### src/rtl/telemetry_framer_if.sv
// Byte-wide start/busy/done handshake between the telemetry framer and uart_tx.
// The framer is the master; the UART transmitter is the slave.
interface telemetry_framer_if;
    logic       tx_start;
    logic [7:0] tx_data;
    logic       tx_busy;
    logic       tx_done;

    modport master (
        output tx_start,
        output tx_data,
        input  tx_busy,
        input  tx_done
    );

    modport slave (
        input  tx_start,
        input  tx_data,
        output tx_busy,
        output tx_done
    );
endinterface

### src/rtl/telemetry_framer.sv
// Packs roll/pitch/yaw into a 10-byte frame (headers, seq, payload, xor chk)
// and streams it to uart_tx; samples arriving mid-frame are counted as drops.
module telemetry_framer #(
    parameter logic [7:0] HEADER0 = 8'hDE,
    parameter logic [7:0] HEADER1 = 8'hAD
) (
    input  logic                clk,
    input  logic                rst_n,
    input  logic                sample_valid,
    input  logic signed [15:0]  roll_in,
    input  logic signed [15:0]  pitch_in,
    input  logic signed [15:0]  yaw_in,
    telemetry_framer_if.master  uart,
    output logic                frame_busy,
    output logic                frame_sent,
    output logic [7:0]          drop_count
);

    typedef enum logic [1:0] {
        IDLE,
        SEND,
        WAIT
    } state_t;

    localparam logic [3:0] LAST_IDX = 4'd9;

    state_t      state;
    logic [3:0]  idx;
    logic [7:0]  seq;
    logic [7:0]  seq_q;
    logic [15:0] roll_q;
    logic [15:0] pitch_q;
    logic [15:0] yaw_q;
    logic [7:0]  chk;
    logic [7:0]  cur_byte;

    always_comb begin
        chk = seq_q
            ^ roll_q[15:8]  ^ roll_q[7:0]
            ^ pitch_q[15:8] ^ pitch_q[7:0]
            ^ yaw_q[15:8]   ^ yaw_q[7:0];
    end

    always_comb begin
        cur_byte = chk;
        case (idx)
            4'd0:    cur_byte = HEADER0;
            4'd1:    cur_byte = HEADER1;
            4'd2:    cur_byte = seq_q;
            4'd3:    cur_byte = roll_q[15:8];
            4'd4:    cur_byte = roll_q[7:0];
            4'd5:    cur_byte = pitch_q[15:8];
            4'd6:    cur_byte = pitch_q[7:0];
            4'd7:    cur_byte = yaw_q[15:8];
            4'd8:    cur_byte = yaw_q[7:0];
            default: cur_byte = chk;
        endcase
    end

    always_ff @(posedge clk or negedge rst_n) begin
        if (!rst_n) begin
            state         <= IDLE;
            idx           <= 4'd0;
            seq           <= 8'h00;
            seq_q         <= 8'h00;
            roll_q        <= 16'h0000;
            pitch_q       <= 16'h0000;
            yaw_q         <= 16'h0000;
            uart.tx_start <= 1'b0;
            uart.tx_data  <= 8'h00;
            frame_busy    <= 1'b0;
            frame_sent    <= 1'b0;
        end else begin
            uart.tx_start <= 1'b0;
            frame_sent    <= 1'b0;
            unique case (state)
                IDLE: begin
                    if (sample_valid) begin
                        roll_q     <= roll_in;
                        pitch_q    <= pitch_in;
                        yaw_q      <= yaw_in;
                        seq_q      <= seq;
                        idx        <= 4'd0;
                        state      <= SEND;
                        frame_busy <= 1'b1;
                    end
                end
                SEND: begin
                    if (!uart.tx_busy) begin
                        uart.tx_start <= 1'b1;
                        uart.tx_data  <= cur_byte;
                        state         <= WAIT;
                    end
                end
                WAIT: begin
                    // tx_done is only meaningful while a byte is outstanding
                    if (uart.tx_done) begin
                        if (idx == LAST_IDX) begin
                            frame_sent <= 1'b1;
                            frame_busy <= 1'b0;
                            seq        <= seq + 8'd1;
                            state      <= IDLE;
                        end else begin
                            idx   <= idx + 4'd1;
                            state <= SEND;
                        end
                    end
                end
                default: begin
                    state      <= IDLE;
                    frame_busy <= 1'b0;
                end
            endcase
        end
    end

    // A sample is dropped whenever the FSM is not idle, including the
    // cycle that retires the final byte.
    always_ff @(posedge clk or negedge rst_n) begin
        if (!rst_n) begin
            drop_count <= 8'h00;
        end else if (sample_valid && state != IDLE && drop_count != 8'hFF) begin
            drop_count <= drop_count + 8'd1;
        end
    end

endmodule

### src/flat_wrapper.sv
// flat-port wrapper written by rule: the top's interface ports become plain ports
module telemetry_framer_flat 
#(
    parameter logic [7:0] HEADER0 = 8'hDE,
    parameter logic [7:0] HEADER1 = 8'hAD
)
  (clk, rst_n, sample_valid, roll_in, pitch_in, yaw_in, frame_busy, frame_sent, drop_count, uart_tx_start, uart_tx_data, uart_tx_busy, uart_tx_done);
  telemetry_framer_if uart_i ();
  input  logic clk;
  input  logic rst_n;
  input  logic sample_valid;
  input  logic signed [15:0] roll_in;
  input  logic signed [15:0] pitch_in;
  input  logic signed [15:0] yaw_in;
  output logic frame_busy;
  output logic frame_sent;
  output logic [7:0] drop_count;
  output wire logic [$bits(uart_i.tx_start)-1:0] uart_tx_start;
  output wire logic [$bits(uart_i.tx_data)-1:0] uart_tx_data;
  input wire logic [$bits(uart_i.tx_busy)-1:0] uart_tx_busy;
  input wire logic [$bits(uart_i.tx_done)-1:0] uart_tx_done;
  assign uart_tx_start = uart_i.tx_start;
  assign uart_tx_data = uart_i.tx_data;
  assign uart_i.tx_busy = uart_tx_busy;
  assign uart_i.tx_done = uart_tx_done;
  telemetry_framer #(.HEADER0(HEADER0), .HEADER1(HEADER1)) u_core (.clk(clk), .rst_n(rst_n), .sample_valid(sample_valid), .roll_in(roll_in), .pitch_in(pitch_in), .yaw_in(yaw_in), .uart(uart_i), .frame_busy(frame_busy), .frame_sent(frame_sent), .drop_count(drop_count));
endmodule
### config.mk
export PLATFORM = sky130hd
export DESIGN_NAME = telemetry_framer_flat
export DESIGN_NICKNAME = d
export VERILOG_FILES = /design/src/rtl/telemetry_framer_if.sv /design/src/rtl/telemetry_framer.sv /design/src/flat_wrapper.sv
export SDC_FILE = /design/constraint.sdc
export NUM_CORES = 1
export LEC_CHECK = 0
export ABC_AREA = 1
export BUFFER_PORTS_ARGS = -buffer_cell sky130_fd_sc_hd__buf_2
export CAP_MARGIN = 20
export CORE_MARGIN = 4
export CORE_UTILIZATION = 40
export CTS_BUF_LIST = sky130_fd_sc_hd__clkbuf_8 sky130_fd_sc_hd__clkbuf_16
export CTS_CLUSTER_DIAMETER = 150
export CTS_CLUSTER_SIZE = 20
export DETAILED_ROUTE_END_ITERATION = 8
export PLACE_DENSITY = 0.66
export SLEW_MARGIN = 30
export SYNTH_ARGS = -nofsm -noshare
export SYNTH_HDL_FRONTEND = slang
export SYNTH_SLANG_ARGS = --single-unit
### constraint.sdc
create_clock -name clk -period 2.5 [get_ports clk]
set_input_delay 0.375 -clock clk [delete_from_list [all_inputs] [get_ports clk]]
set_output_delay 0.375 -clock clk [all_outputs]
set_load 0.05 [all_outputs]
==> run metrics <==
initial antenna violation count=0; WP data arrival=2.42 ns; Lkg Pwr=3.18 nW; Power Internal=0.00407 W; syn avg cell area=7.44 um2; Post-Syn Instances=slightly below 700; largest net degree at the start of global routing=74; yosys warns=0; CTS buffer count=9; reg2reg start=u_core.idx[0]; NumNets Final=between 800 and 900; via count=4,416; slowest stage delay, CP=0.52 ns; most frequent cells in the layout=nand2_1 (278), dfrtp_1 (89), buf_2 (70), nand3_1 (63), inv_1 (51); synthesized area=between 0.005 and 0.006 mm2; most common cell after layout, fill and taps aside=nand2_1; via/cell ratio=4.73; die footprint=0.0147 mm2; Max VDD drop=roughly 0.53 mV; fmax=465 MHz; Max Buffers Root-to-Sink=2; DRT Pass-1 Iters=5; CTS root buf=clkbuf_16; crit end category=flop; Final Slew Violations=0; H-tree Lvls=3; Comb pwr share=44.8%; FP Rows=a little over 40; first-pass GRT wire length=21,200 um; final worst path period share=86.0%; setup tns final=0 ns; Max-Cap Viols=0; boundary pin count=72; ANT cells=0; 1st-iter DRT viols=244; Die Span Y=121 um; post-route ant nets=0; Core ar.=0.0126 mm2; Synth cell types=28; DP Cell Count=916; Net Switching=0.00337 W; syn nets=748; HPWL reported at the end of detailed placement=9010 um; vias in the first global route=4,269; Max FO, Critical Path=12; switching share of power=between 40% and 50%; Fill cells=approximately 1,300; Tmin final=2.15 ns; CP cell instances=ha_1 > o21ai_0 > nand3_2 > nor2_4 > nand3_1 > a21oi_1; critical path class=reg2reg; Hold Violations, Final=0; Multi-input gate area=0.00255 mm2; Required @ worst endpoint=2.77 ns; Yosys reg bits=89; clock slew at reported path FFs=approximately 0.060 ns; placer congestion estimate=0.849; clk sinks=89; # port buffers=71; RSZ-0062 raised after global routing=false; Skew-Pair Late Insertion Delay=roughly 0.34 ns; worst slew pin tran=between 0.7 and 0.8 ns; postcts setup bufs=0; status=complete, no violations; die extent in x=approximately 120 um; hold wc startpoint=yaw_in[4]; P&R area growth vs syn=16.9%; DR DRC count=0; CP top delay family=compound AO/OA/AOI/OAI gates; R2R Setup Slk=approximately 0.35 ns; GRT overflow=0; proportion of layout cells with a drive suffix above 1=16.0%; Flop pwr share=35.6%; final cell count without fillers=933; sequential element share of the synthesized area=43.4%; CTS tree=built; HP Class=in2reg; Max-slew headroom=51.5%; CP max stage cell=o21ai_0; final setup fails=0; gr usage total=18.2%; sequential cell area=0.00223 mm2; DR WL/cell=13.4 um; worst path bufs/invs=0; CP Launch Type=flop; final WL=12,500 um; CTS resizes=0; clock share of power=19.6%; hold buffers post-CTS=1; Clock Skew=0.00739 ns; pwr/cell area=about 1200 mW/mm2; hold_ws=0.226 ns; Worst Setup SP=u_core.idx[0]; initial core utilization=40.8%
## sequential cells by signal, indices dropped and copies added (netlist names)
signal	count
u_core.drop_count	8
u_core.frame_busy	1
u_core.frame_sent	1
u_core.idx	4
u_core.pitch_q	16
u_core.roll_q	16
u_core.seq	8
u_core.seq_q	8
u_core.state	2
u_core.uart.tx_data	8
u_core.uart.tx_start	1
u_core.yaw_q	16
## area by class of cell
class                           count  share of cell area [%]
Clock buffer                       10                    3.98
Clock inverter                      6                    1.38
Tap cell                          172                    3.59
Sequential cell                    89                    37.1
Timing Repair Buffer               83                    7.93
Multi-Input combinational cell    517                    42.5
Inverter                           56                    3.51
## cells in the mapped netlist, drive strengths merged
master / count / share of area [%]
a21oi: 10 / 0.98
clkbuf: 5 / 0.37
xor2: 24 / 4.1
inv: 54 / 4.0
nand2: 280 / 21
mux2: 1 / 0.22
xnor2: 23 / 3.9
nor3: 5 / 0.59
nand3: 66 / 6.9
nand4: 22 / 2.7
dfrtp: 89 / 43
nor2: 37 / 3.3
buf: 22 / 2.6
o21ai: 28 / 2.8
clkinv: 2 / 0.15
nand3b: 7 / 1.0
ha: 6 / 1.5
or2: 8 / 0.98
## metal layers
| layer | routed length (um) | vias to the layer above | track usage (%) |
|---|---|---|---|
| met3 | 530 | 19 | 3.64 |
| met5 | 0 | - | 0 |
| met2 | 5730 | 91 | 27.9 |
| li1 | - | 2311 | - |
| met4 | 270 | 0 | 7.14 |
| met1 | 5940 | 1995 | 25.5 |
## cell families after synthesis
group                      count (synthesis)  share of synthesized area [%]
buffers and inverters                     83                           7.05
xor gates and xnor gates                  47                           8.03
adders and majority gates                  6                           1.46
AOI/OAI and AO/OA                         38                           3.78
and+or+nand+nor                          425                           36.0
muxes                                      1                          0.220
DFF                                       89                           43.4
## worst paths after layout
path,to,cells after the start
setup / recovery,u_core.uart.tx_data[2],6
hold / removal,u_core.yaw_q[4],3
setup reg to reg,u_core.uart.tx_data[2],6
hold reg to reg,u_core.seq[7],1
max in group asynchronous,u_core.drop_count[7],3
min in group asynchronous,u_core.pitch_q[6],2
## worst register-to-register path, cell delays in order (launching register included)
cell,delay [ns]
dfrtp_1,0.43
ha_1,0.44
o21ai_0,0.52
nand3_2,0.18
nor2_4,0.26
nand3_1,0.11
a21oi_1,0.14
## through the flow
stage | setup slack [ns] | area [um2] | total power [W] | utilization [%]
final | 0.351 | 6000 | 0.00744 | 47.7
after global routing | 0.101 | 6000 | 0.00807 | 47.7
after CTS | 0.346 | 6000 | 0.00751 | 47.7
after detailed placement | 0.366 | 5670 | 0.00602 | 45.1
after global placement | 0.465 | 5670 | 0.00595 | 45.1
after floorplan | 0.655 | 5130 | 0.00513 | -
## power groups by stage
stage	clock, W	combinational (W)	sequential [W]
2_1_floorplan	0	0.00226	0.00287
3_3_place_gp	0	0.00329	0.00266
3_5_place_dp	0	0.00335	0.00267
4_1_cts	0.00150	0.00337	0.00265
5_1_grt	0.00154	0.00380	0.00274
6_report	0.00146	0.00333	0.00265
Note: power is estimated with default switching activity, not from simulation.
